### src/rtl/lap_recall_buffer.sv
// lap_recall_buffer
// Lap memory and browser for the stopwatch datapath. Each rising edge of the
// lap button captures lap_value into a DEPTH-entry circular store. The next and
// prev buttons step the 1-based recall position forward or backward, acting on
// release after a press. The selected entry and its position feed the display.
//
// Ports:
//   clk           system clock
//   rst           asynchronous, active-low reset
//   lap           lap button level; a rising edge stores lap_value
//   lap_value     current timer value (WIDTH bits)
//   next / prev   navigation button levels; act on release after a press
//   clear         synchronous clear of all stored laps (level)
//   save          entry at recall_index, 0 when empty
//   recall_index  1-based logical position (1 = oldest), 0 when empty
//   count         number of valid entries, 0..DEPTH
//   full / empty  count == DEPTH / count == 0
module lap_recall_buffer #(
  parameter int WIDTH         = 24,
  parameter int DEPTH         = 8,
  parameter bit OVERWRITE     = 1'b1,
  parameter bit FOLLOW_NEWEST = 1'b0,
  localparam int IW           = $clog2(DEPTH + 1)
) (
  input  logic             clk,
  input  logic             rst,
  input  logic             lap,
  input  logic [WIDTH-1:0] lap_value,
  input  logic             next,
  input  logic             prev,
  input  logic             clear,
  output logic [WIDTH-1:0] save,
  output logic [IW-1:0]    recall_index,
  output logic [IW-1:0]    count,
  output logic             full,
  output logic             empty
);

  localparam int            PW      = (DEPTH > 1) ? $clog2(DEPTH) : 1;
  localparam int            XW      = IW + 1;
  localparam logic [IW-1:0] DEPTH_C = IW'(DEPTH);
  localparam logic [XW-1:0] DEPTH_X = XW'(DEPTH);
  localparam logic [PW-1:0] WP_LAST = PW'(DEPTH - 1);
  localparam logic [IW-1:0] ZERO_I  = IW'(0);
  localparam logic [IW-1:0] ONE_I   = IW'(1);
  localparam logic [PW-1:0] ZERO_P  = PW'(0);
  localparam logic [PW-1:0] ONE_P   = PW'(1);

  logic [WIDTH-1:0] mem_r [DEPTH];
  logic [PW-1:0]    wp_r;
  logic [IW-1:0]    count_r;
  logic [IW-1:0]    recall_index_r;
  logic             lap_q_r;
  logic             next_q_r;
  logic             prev_q_r;
  logic             armed_next_r;
  logic             armed_prev_r;
  logic             nav_ok_r;

  logic [PW-1:0]    wp_n_s;
  logic [IW-1:0]    count_n_s;
  logic [IW-1:0]    index_n_s;
  logic             armed_next_n_s;
  logic             armed_prev_n_s;

  logic             lap_act_s;
  logic             lap_accept_s;
  logic             next_rise_s;
  logic             next_fall_s;
  logic             prev_rise_s;
  logic             prev_fall_s;
  logic             next_act_s;
  logic             prev_act_s;
  logic             full_s;
  logic             empty_s;
  logic [XW-1:0]    slot_sum_s;
  logic [PW-1:0]    slot_s;

  // Button edge decode and lap acceptance
  always_comb begin
    lap_act_s    = lap & ~lap_q_r;
    // nav_ok_r masks the first cycle after reset, so a button already held
    // through reset is not mistaken for a fresh press and cannot arm.
    next_rise_s  = next & ~next_q_r & nav_ok_r;
    next_fall_s  = ~next & next_q_r;
    prev_rise_s  = prev & ~prev_q_r & nav_ok_r;
    prev_fall_s  = ~prev & prev_q_r;
    next_act_s   = next_fall_s & armed_next_r;
    prev_act_s   = prev_fall_s & armed_prev_r;
    full_s       = (count_r == DEPTH_C);
    empty_s      = (count_r == ZERO_I);
    lap_accept_s = lap_act_s & ~clear & (~full_s | OVERWRITE);
  end

  // Next-state for write pointer, occupancy, recall position and arming
  always_comb begin
    wp_n_s         = wp_r;
    count_n_s      = count_r;
    index_n_s      = recall_index_r;
    armed_next_n_s = armed_next_r;
    armed_prev_n_s = armed_prev_r;
    if (clear) begin
      wp_n_s         = ZERO_P;
      count_n_s      = ZERO_I;
      index_n_s      = ZERO_I;
      armed_next_n_s = 1'b0;
      armed_prev_n_s = 1'b0;
    end else begin
      if (next_rise_s) begin
        armed_next_n_s = 1'b1;
      end else if (next_fall_s) begin
        armed_next_n_s = 1'b0;
      end else begin
        armed_next_n_s = armed_next_r;
      end

      if (prev_rise_s) begin
        armed_prev_n_s = 1'b1;
      end else if (prev_fall_s) begin
        armed_prev_n_s = 1'b0;
      end else begin
        armed_prev_n_s = armed_prev_r;
      end

      // When full (overwrite allowed) slot wp holds the oldest entry, so the
      // same write/advance both appends the newest and drops the oldest.
      if (lap_accept_s) begin
        wp_n_s    = (wp_r == WP_LAST) ? ZERO_P : wp_r + ONE_P;
        count_n_s = full_s ? count_r : count_r + ONE_I;
      end else begin
        wp_n_s    = wp_r;
        count_n_s = count_r;
      end

      // Navigation wraps against the count held before any same-cycle lap.
      if (lap_accept_s && FOLLOW_NEWEST) begin
        index_n_s = count_n_s;
      end else if (lap_accept_s && empty_s) begin
        index_n_s = ONE_I;
      end else if (empty_s) begin
        index_n_s = recall_index_r;
      end else if (next_act_s && prev_act_s) begin
        index_n_s = recall_index_r;
      end else if (next_act_s) begin
        index_n_s = (recall_index_r == count_r) ? ONE_I : recall_index_r + ONE_I;
      end else if (prev_act_s) begin
        index_n_s = (recall_index_r == ONE_I) ? count_r : recall_index_r - ONE_I;
      end else begin
        index_n_s = recall_index_r;
      end
    end
  end

  // Control state registers
  always_ff @(posedge clk or negedge rst) begin
    if (!rst) begin
      wp_r           <= ZERO_P;
      count_r        <= ZERO_I;
      recall_index_r <= ZERO_I;
      lap_q_r        <= 1'b0;
      next_q_r       <= 1'b0;
      prev_q_r       <= 1'b0;
      armed_next_r   <= 1'b0;
      armed_prev_r   <= 1'b0;
      nav_ok_r       <= 1'b0;
    end else begin
      wp_r           <= wp_n_s;
      count_r        <= count_n_s;
      recall_index_r <= index_n_s;
      lap_q_r        <= lap;
      next_q_r       <= next;
      prev_q_r       <= prev;
      armed_next_r   <= armed_next_n_s;
      armed_prev_r   <= armed_prev_n_s;
      nav_ok_r       <= 1'b1;
    end
  end

  // Lap storage; a slot is only read once it has been counted as valid
  always_ff @(posedge clk) begin
    if (lap_accept_s) begin
      mem_r[wp_r] <= lap_value;
    end
  end

  // Logical-to-physical mapping: slot = (wp - count + index - 1) mod DEPTH.
  // The sum is biased by DEPTH to stay non-negative and is below 2*DEPTH,
  // so one conditional subtraction replaces the modulo.
  always_comb begin
    slot_sum_s = XW'(wp_r) + DEPTH_X - XW'(count_r) + XW'(recall_index_r) - XW'(1'b1);
    if (slot_sum_s >= DEPTH_X) begin
      slot_s = PW'(slot_sum_s - DEPTH_X);
    end else begin
      slot_s = PW'(slot_sum_s);
    end
  end

  // Display-side outputs, decoded from registered state
  always_comb begin
    save         = {WIDTH{1'b0}};
    recall_index = recall_index_r;
    count        = count_r;
    full         = full_s;
    empty        = empty_s;
    if (empty_s) begin
      save = {WIDTH{1'b0}};
    end else begin
      save = mem_r[slot_s];
    end
  end

endmodule

### config.mk
export PLATFORM = sky130hd
export DESIGN_NAME = lap_recall_buffer
export DESIGN_NICKNAME = d
export VERILOG_FILES = /design/src/rtl/lap_recall_buffer.sv
export SDC_FILE = /design/constraint.sdc
export NUM_CORES = 1
export LEC_CHECK = 0
export BUFFER_PORTS_ARGS = -buffer_cell sky130_fd_sc_hd__buf_2
export CORE_MARGIN = 3
export CORE_UTILIZATION = 50
export DETAILED_ROUTE_END_ITERATION = 8
export GPL_TIMING_DRIVEN = 0
export PLACE_DENSITY = 0.76
export SYNTH_ARGS = -nofsm -noshare
export SYNTH_HDL_FRONTEND = slang
export SYNTH_SLANG_ARGS = --single-unit
### constraint.sdc
create_clock -name clk -period 3.1 [get_ports clk]
set_clock_uncertainty 0.2 [all_clocks]
set_input_delay 0.155 -clock clk [delete_from_list [all_inputs] [get_ports clk]]
set_output_delay 0.155 -clock clk [all_outputs]
set_load 0.01 [all_outputs]
==> results by group, run 1 <==
Final layout
  – Fin util: 0.6508
  – Area Growth Syn to Fin: 24.84%
  – Nets@finish: 614
  – Non-filler cells, final: 806
  – Number of antenna diodes: 0
  – Share of cells above drive strength 1: 0.3559

Drt
  – DR DRC count: 0
  – Drt pass-1 iters: 5
  – Antenna Nets Post-Route: 0
  – Via density per instance: 5.680
  – Total Wirelength: 17.51 mm
  – Drt initial violations: 280
  – Detailed-route via count: 4578
  – Routed len/inst: 21.72 um

Clock network
  – CTS Root Cell: clkbuf_16
  – Clk slew on worst S/H paths: 0.06 ns
  – CTS HTree Levels: 1
  – CTS tree: yes
  – Clk sinks: 209
  – Clock Latency Late Sink: 0.51 ns
  – CTS Buf Count: 23
  – Max Buffers Root-to-Sink: 3

Logic synthesis
  – YS warnings: 0
  – Synth Cell Area: 0.008461 mm^2
  – Synth unique cells: 39
  – Seq/Total Area, Yosys: 0.7317
  – Syn_nets: 473
  – Syn Inst Count: 432
  – Mean post-synth cell area: 19.58 um^2
  – Synthesis-stage register bit count: 209

Global route
  – Number of global-route vias before repair: 4694
  – GRT overflow: 0
  – Largest net degree at the start of global routing: 25
  – First-pass GRT wire length: 26.83 mm
  – Initial antenna violation count: 0
  – GRT Overall Usage: 0.1931

Worst hold path
  – Hold Path Stages: 2
  – Hold Crit Start: next
  – Hold path endpoint: next_q_r
  – HP Class: input port to flip-flop

Placement
  – GP Congestion: 0.8732
  – Placed Cells: 716
  – Dpl hpwl: 10.20 mm
  – Port-buffer cells: 63

Timing
  – Final Setup Violations: 24
  – RSZ-0062 raised after global routing: yes
  – Max Fclk: 295.6 MHz
  – Post-layout min period: 3.383 ns
  – Slew Limit Fails: 0
  – Final hold violation count: 0
  – Worst slew margin: 0.3746
  – Final period util: 1.091
  – Slew @ Worst Pin: 0.9359 ns
  – Setup TNS: -5.609 ns
  – Final setup margin: -0.2826 ns

Floorplan
  – Chip height: 136.1 um
  – Die area: 0.01852 mm^2
  – Die X: 136.1 um
  – Core Region: 0.01623 mm^2
  – Floorplan row count: 46
  – IO Pins: 64
  – Initial Util: 0.5213

Critical path
  – Startpoint Class: flip-flop
  – R2R depth: 7
  – Crit path DAT: 3.03 ns
  – CP max FO: 8
  – Worst Setup End Kind: primary output
  – Required time worst endpoint: 2.74 ns
  – Crit Reg-Reg Endpoint: mem_r[1][4]
  – Crit Path Category: flip-flop to primary output
  – R2R setup slack: 0.45 ns
  – Worst r2r src: lap_q_r

Run status
  – Status: finished, violations left
  – Failing checks: setup timing

Power and ir drop
  – Max VDD drop: 0.5042 mV
  – Pwr Density: 662.3 mW/mm^2
  – P_leak: 3.797 nW
  – Power Total: 6.996 mW

Run
  – MaxCap Viol Count: 0
## metrics by stage
| stage | hold slack (ns) | worst slack (ns) | area (um^2) |
|---|---|---|---|
| finish | 0.1131 | -0.2826 | 10560 |
| global route | 0.1170 | -0.3769 | 10560 |
| CTS | 0.09736 | -0.2922 | 10420 |
| detailed placement | -0.09493 | -0.5153 | 9158 |
| global placement | -0.1095 | -1.649 | 9046 |
| floorplan | -0.3406 | 0.03388 | 8461 |
## repair_timing
action                                 CTS  global route
hold buffers                            30             0
setup endpoints to repair               25            25
resized for setup                       42            14
cloned                                   1             2
pin swaps                                3             8
endpoints found under the hold margin  219             0
setup buffers                           12             3
## worst max-delay path by stage
stage                        to       startpoint  cells past startpoint  slack (ns)
floorplan           mem_r[1][0]          lap_q_r                      4        0.03
global route            save[0]         count[1]                      9       -0.38
detailed placement     save[13]         count[1]                      8       -0.52
CTS                    save[18]         count[1]                      9       -0.29
finish                 save[13]  recall_index[1]                      8       -0.28
global placement    mem_r[0][9]          lap_q_r                      4       -1.65
## cells in the final DEF (no fill, tap or decap), types with 10 or more instances in the layout
cell,count
clkbuf_16,25
dlygate4sd3_1,30
a21oi_1,10
buf_2,65
nor2_1,31
dfrtp_1,13
mux4_2,48
edfxtp_1,192
buf_4,13
mux2i_1,23
nand2_1,10
## synth_stat cells, drive strengths merged
master | number | area, um^2
edfxtp | 192 | 5766
and3b | 1 | 8.760
nor2 | 39 | 146.4
mux2i | 26 | 260.3
buf | 10 | 61.30
clkbuf | 8 | 30.03
o31ai | 3 | 22.52
xnor2 | 8 | 103.9
nand4 | 2 | 12.51
or4 | 1 | 7.510
fa | 2 | 40.04
nor3 | 3 | 15.01
inv | 10 | 37.54
mux4 | 48 | 1081
a32oi | 1 | 8.760
o21ai | 4 | 20.02
mux2 | 1 | 11.26
a41oi | 1 | 16.27
o22a | 1 | 8.760
o41ai | 1 | 8.760
nand3b | 3 | 22.52
a2bb2oi | 1 | 8.760
a221oi | 1 | 8.760
dfrtp | 17 | 425.4
nand3 | 2 | 10.01
nor2b | 3 | 18.77
ha | 9 | 112.6
xor2 | 4 | 35.03
a21oi | 10 | 50.05
nand2 | 10 | 37.54
nand2b | 6 | 37.54
or3b | 1 | 8.760
a22oi | 1 | 7.510
nor3b | 1 | 7.510
conb | 1 | 3.750
## logic make-up after synthesis
family                   Yosys count  synth area share
AO/OA/AOI/OAI                     24           0.01893
XOR/XNOR                          12           0.01641
adder cells (fa/ha/maj)           11           0.01804
buffers and inverters             28           0.01523
flip-flops                       209            0.7317
multiplexers                      75            0.1599
other                              1         0.0004432
AND/OR/NAND/NOR                   72           0.03934
## layout make-up
cell class | instances | area (um^2)
buffer | 18 | 191.4
sequential | 209 | 6196
multi-input combinational | 195 | 2277
timing repair buffer | 116 | 880.8
fill | 1088 | 5668
tap | 216 | 270.3
clock inverter | 14 | 115.1
clock buffer | 28 | 594.3
inverter | 10 | 37.54
## state kept, by name, indices dropped and copies added, names as in the netlist
register	cells
mem_r	192
nav_ok_r	1
next_q_r	1
lap_q_r	1
wp_r	3
count	4
armed_next_r	1
prev_q_r	1
recall_index	4
armed_prev_r	1
## report_power, final
| group | internal (mW) | switching (mW) | total [mW] |
|---|---|---|---|
| logic | 0.719 | 0.610 | 1.33 |
| registers | 3.10 | 0.0131 | 3.12 |
| clock network | 1.47 | 1.08 | 2.55 |
| total | 5.29 | 1.71 | 7.00 |
## metal layers
metal	global-route usage	vias to the layer above	share of wire
li1	-	2012	-
met1	0.2785	2356	0.43
met2	0.3071	174	0.48
met3	0.03738	36	0.065
met4	0.05263	0	0.025
met5	0	-	0
## critical path: stages (launching register included)
cell	delay [ns]
dfrtp_2	0.42
fa_1	0.55
ha_4	0.34
buf_12	0.16
buf_12	0.14
mux4_2	0.50
mux2i_1	0.18
nor2_2	0.07
buf_2	0.15
No activity file was read; power rests on OpenSTA's default activity.
==> run 2: changes to the inputs <==
--- a/config.mk
+++ b/config.mk
@@ -7,10 +7,10 @@
 export LEC_CHECK = 0
 export BUFFER_PORTS_ARGS = -buffer_cell sky130_fd_sc_hd__buf_2
 export CORE_MARGIN = 3
-export CORE_UTILIZATION = 50
+export CORE_UTILIZATION = 35
 export DETAILED_ROUTE_END_ITERATION = 8
 export GPL_TIMING_DRIVEN = 0
-export PLACE_DENSITY = 0.76
+export PLACE_DENSITY = 0.58
 export SYNTH_ARGS = -nofsm -noshare
 export SYNTH_HDL_FRONTEND = slang
 export SYNTH_SLANG_ARGS = --single-unit
==> results by group, run 2 (synthesized netlist as in run 1, its figures left out) <==
Run status
  – Status: finished, violations left
  – Failing checks: setup timing

Critical path
  – CP top delay family: adder cells
  – Crit path DAT: 2.99 ns
  – Slowest-stage cell, CP: mux4_2
  – Required time worst endpoint: 2.74 ns
  – Worst r2r src: lap_q_r
  – Worst Setup End Kind: primary output
  – Slowest cell delay on critical path: 0.52 ns
  – Worst Path Buf+Inv: 4
  – Worst setup path startpoint: count[1]
  – Crit Reg-Reg Endpoint: mem_r[1][4]
  – CP max FO: 7
  – Most used cell, CP: buf_12
  – Startpoint Class: flip-flop
  – Crit Path Category: flip-flop to primary output
  – R2R depth: 6
  – Cells along the critical path: inv_2 > fa_1 > ha_4 > buf_12 > buf_12 > mux4_2 > mux2i_4 > nor2_1 > buf_2
  – R2R setup slack: 0.59 ns

Worst hold path
  – Hold Crit Start: next
  – Hold Path Stages: 2
  – HP Class: input port to flip-flop
  – Hold path endpoint: next_q_r

Timing
  – Slew @ Worst Pin: 0.9223 ns
  – Max Fclk: 299.0 MHz
  – Slew Limit Fails: 0
  – Post-layout min period: 3.344 ns
  – Final Setup Violations: 24
  – Worst slew margin: 0.3837
  – RSZ-0062 raised after global routing: yes
  – Final period util: 1.079
  – Final hold violation count: 0
  – Final setup margin: -0.2440 ns

Final layout
  – Most frequent cells in the layout: 192 x edfxtp_1, 65 x buf_2, 48 x mux4_2
  – Fillers: 2072
  – Nets@finish: 615
  – Area Growth Syn to Fin: 26.69%
  – Most common cell after layout, fill and taps aside: edfxtp_1
  – Non-filler cells, final: 908
  – Number of antenna diodes: 0
  – Share of cells above drive strength 1: 0.3548
  – Register with the most flip-flops: mem_r
  – Number of flip-flops in the largest register: 192

Floorplan
  – Initial Util: 0.3583
  – IO Pins: 64
  – Chip height: 161.5 um
  – Die area: 0.02607 mm^2
  – Die X: 161.5 um
  – Core Region: 0.02361 mm^2
  – Floorplan row count: 56

Drt
  – DR DRC count: 0
  – Detailed-route via count: 4386
  – Routed len/inst: 19.88 um
  – Via density per instance: 4.830
  – Drt pass-1 iters: 4
  – Antenna Nets Post-Route: 0
  – Drt initial violations: 248
  – Total Wirelength: 18.05 mm

Clock network
  – Clk sinks: 209
  – CTS Root Cell: clkbuf_16
  – CTS HTree Levels: 1
  – Max Buffers Root-to-Sink: 3
  – Clk slew on worst S/H paths: 0.06 ns
  – Clock Latency Late Sink: 0.51 ns
  – CTS tree: yes
  – CTS Buf Count: 23

Power and ir drop
  – Power Total: 6.989 mW
  – Pwr Density: 652.0 mW/mm^2
  – Max VDD drop: 0.5034 mV
  – P_leak: 3.802 nW

Global route
  – GRT Overall Usage: 0.1393
  – Initial antenna violation count: 0
  – Largest net degree at the start of global routing: 25
  – GRT overflow: 0
  – First-pass GRT wire length: 27.92 mm
  – Number of global-route vias before repair: 4749

Run
  – MaxCap Viol Count: 0

Placement
  – GP Congestion: 0.8567
  – Placed Cells: 822
  – Port-buffer cells: 63
  – Dpl hpwl: 10.77 mm
-- run 2: cell count changes in the layout (fill, tap and decap cells not counted), sizes merged --
| cell | delta |
|---|---|
| buf | +2 |
| clkbuf | -3 |
-- run 2: worst max path at each step --
| stage | slack [ns] | end | depth (start not counted) |
|---|---|---|---|
| after global placement | -1.98 | mem_r[0][9] | 4 |
| after CTS | -0.30 | save[8] | 10 |
| after floorplan | 0.03 | mem_r[1][0] | 4 |
| after global routing | -0.36 | save[6] | 9 |
| after detailed placement | -0.58 | save[8] | 8 |
| final | -0.24 | save[8] | 9 |
-- run 2: power by group --
part	internal [mW]	switching, mW	leakage, nW
clock	1.45	1.08	0.341
combinational	0.730	0.614	1.51
sequential	3.10	0.0121	1.95
total	5.28	1.71	3.80
-- run 2: timing repair --
action,4_1_cts,5_1_grt
hold endpoints to repair,219,0
endpoints found under the setup margin,25,25
pin swaps,5,8
gates resized for setup,49,6
hold buffers,30,0
setup buffers,13,0
gates cloned,3,1
-- run 2: final cells by class --
| cell class | count | area [um^2] | area share |
|---|---|---|---|
| clock inverters | 14 | 108.9 | 0.01016 |
| well taps | 319 | 399.1 | 0.03724 |
| plain buffers | 18 | 191.4 | 0.01786 |
| inverters | 10 | 37.54 | 0.003502 |
| repair buffers | 117 | 940.9 | 0.08778 |
| clock buffers | 26 | 586.8 | 0.05475 |
| multi-input cells | 195 | 2260 | 0.2108 |
| flip-flops and latches | 209 | 6195 | 0.5779 |
-- run 2: per-layer routing --
layer	part of all wire	vias up	track usage
met4	0.017	0	0.02816
met1	0.46	2256	0.1931
met5	0	-	0
met3	0.041	24	0.02616
li1	-	2006	-
met2	0.48	100	0.2323
-- run 2: through the flow --
step	instance area (um^2)	util	hold WS (ns)	worst slack, ns	setup TNS, ns
2_1_floorplan	8461	-	-0.3406	0.03388	0
5_1_grt	10720	0.4540	0.1294	-0.3635	-8.152
3_5_place_dp	9338	0.3955	-0.09739	-0.5788	-11.01
3_3_place_gp	9175	0.3886	-0.1097	-1.982	-172.34
4_1_cts	10700	0.4531	0.1135	-0.3023	-6.083
6_report	10720	0.4540	0.1376	-0.2440	-4.794
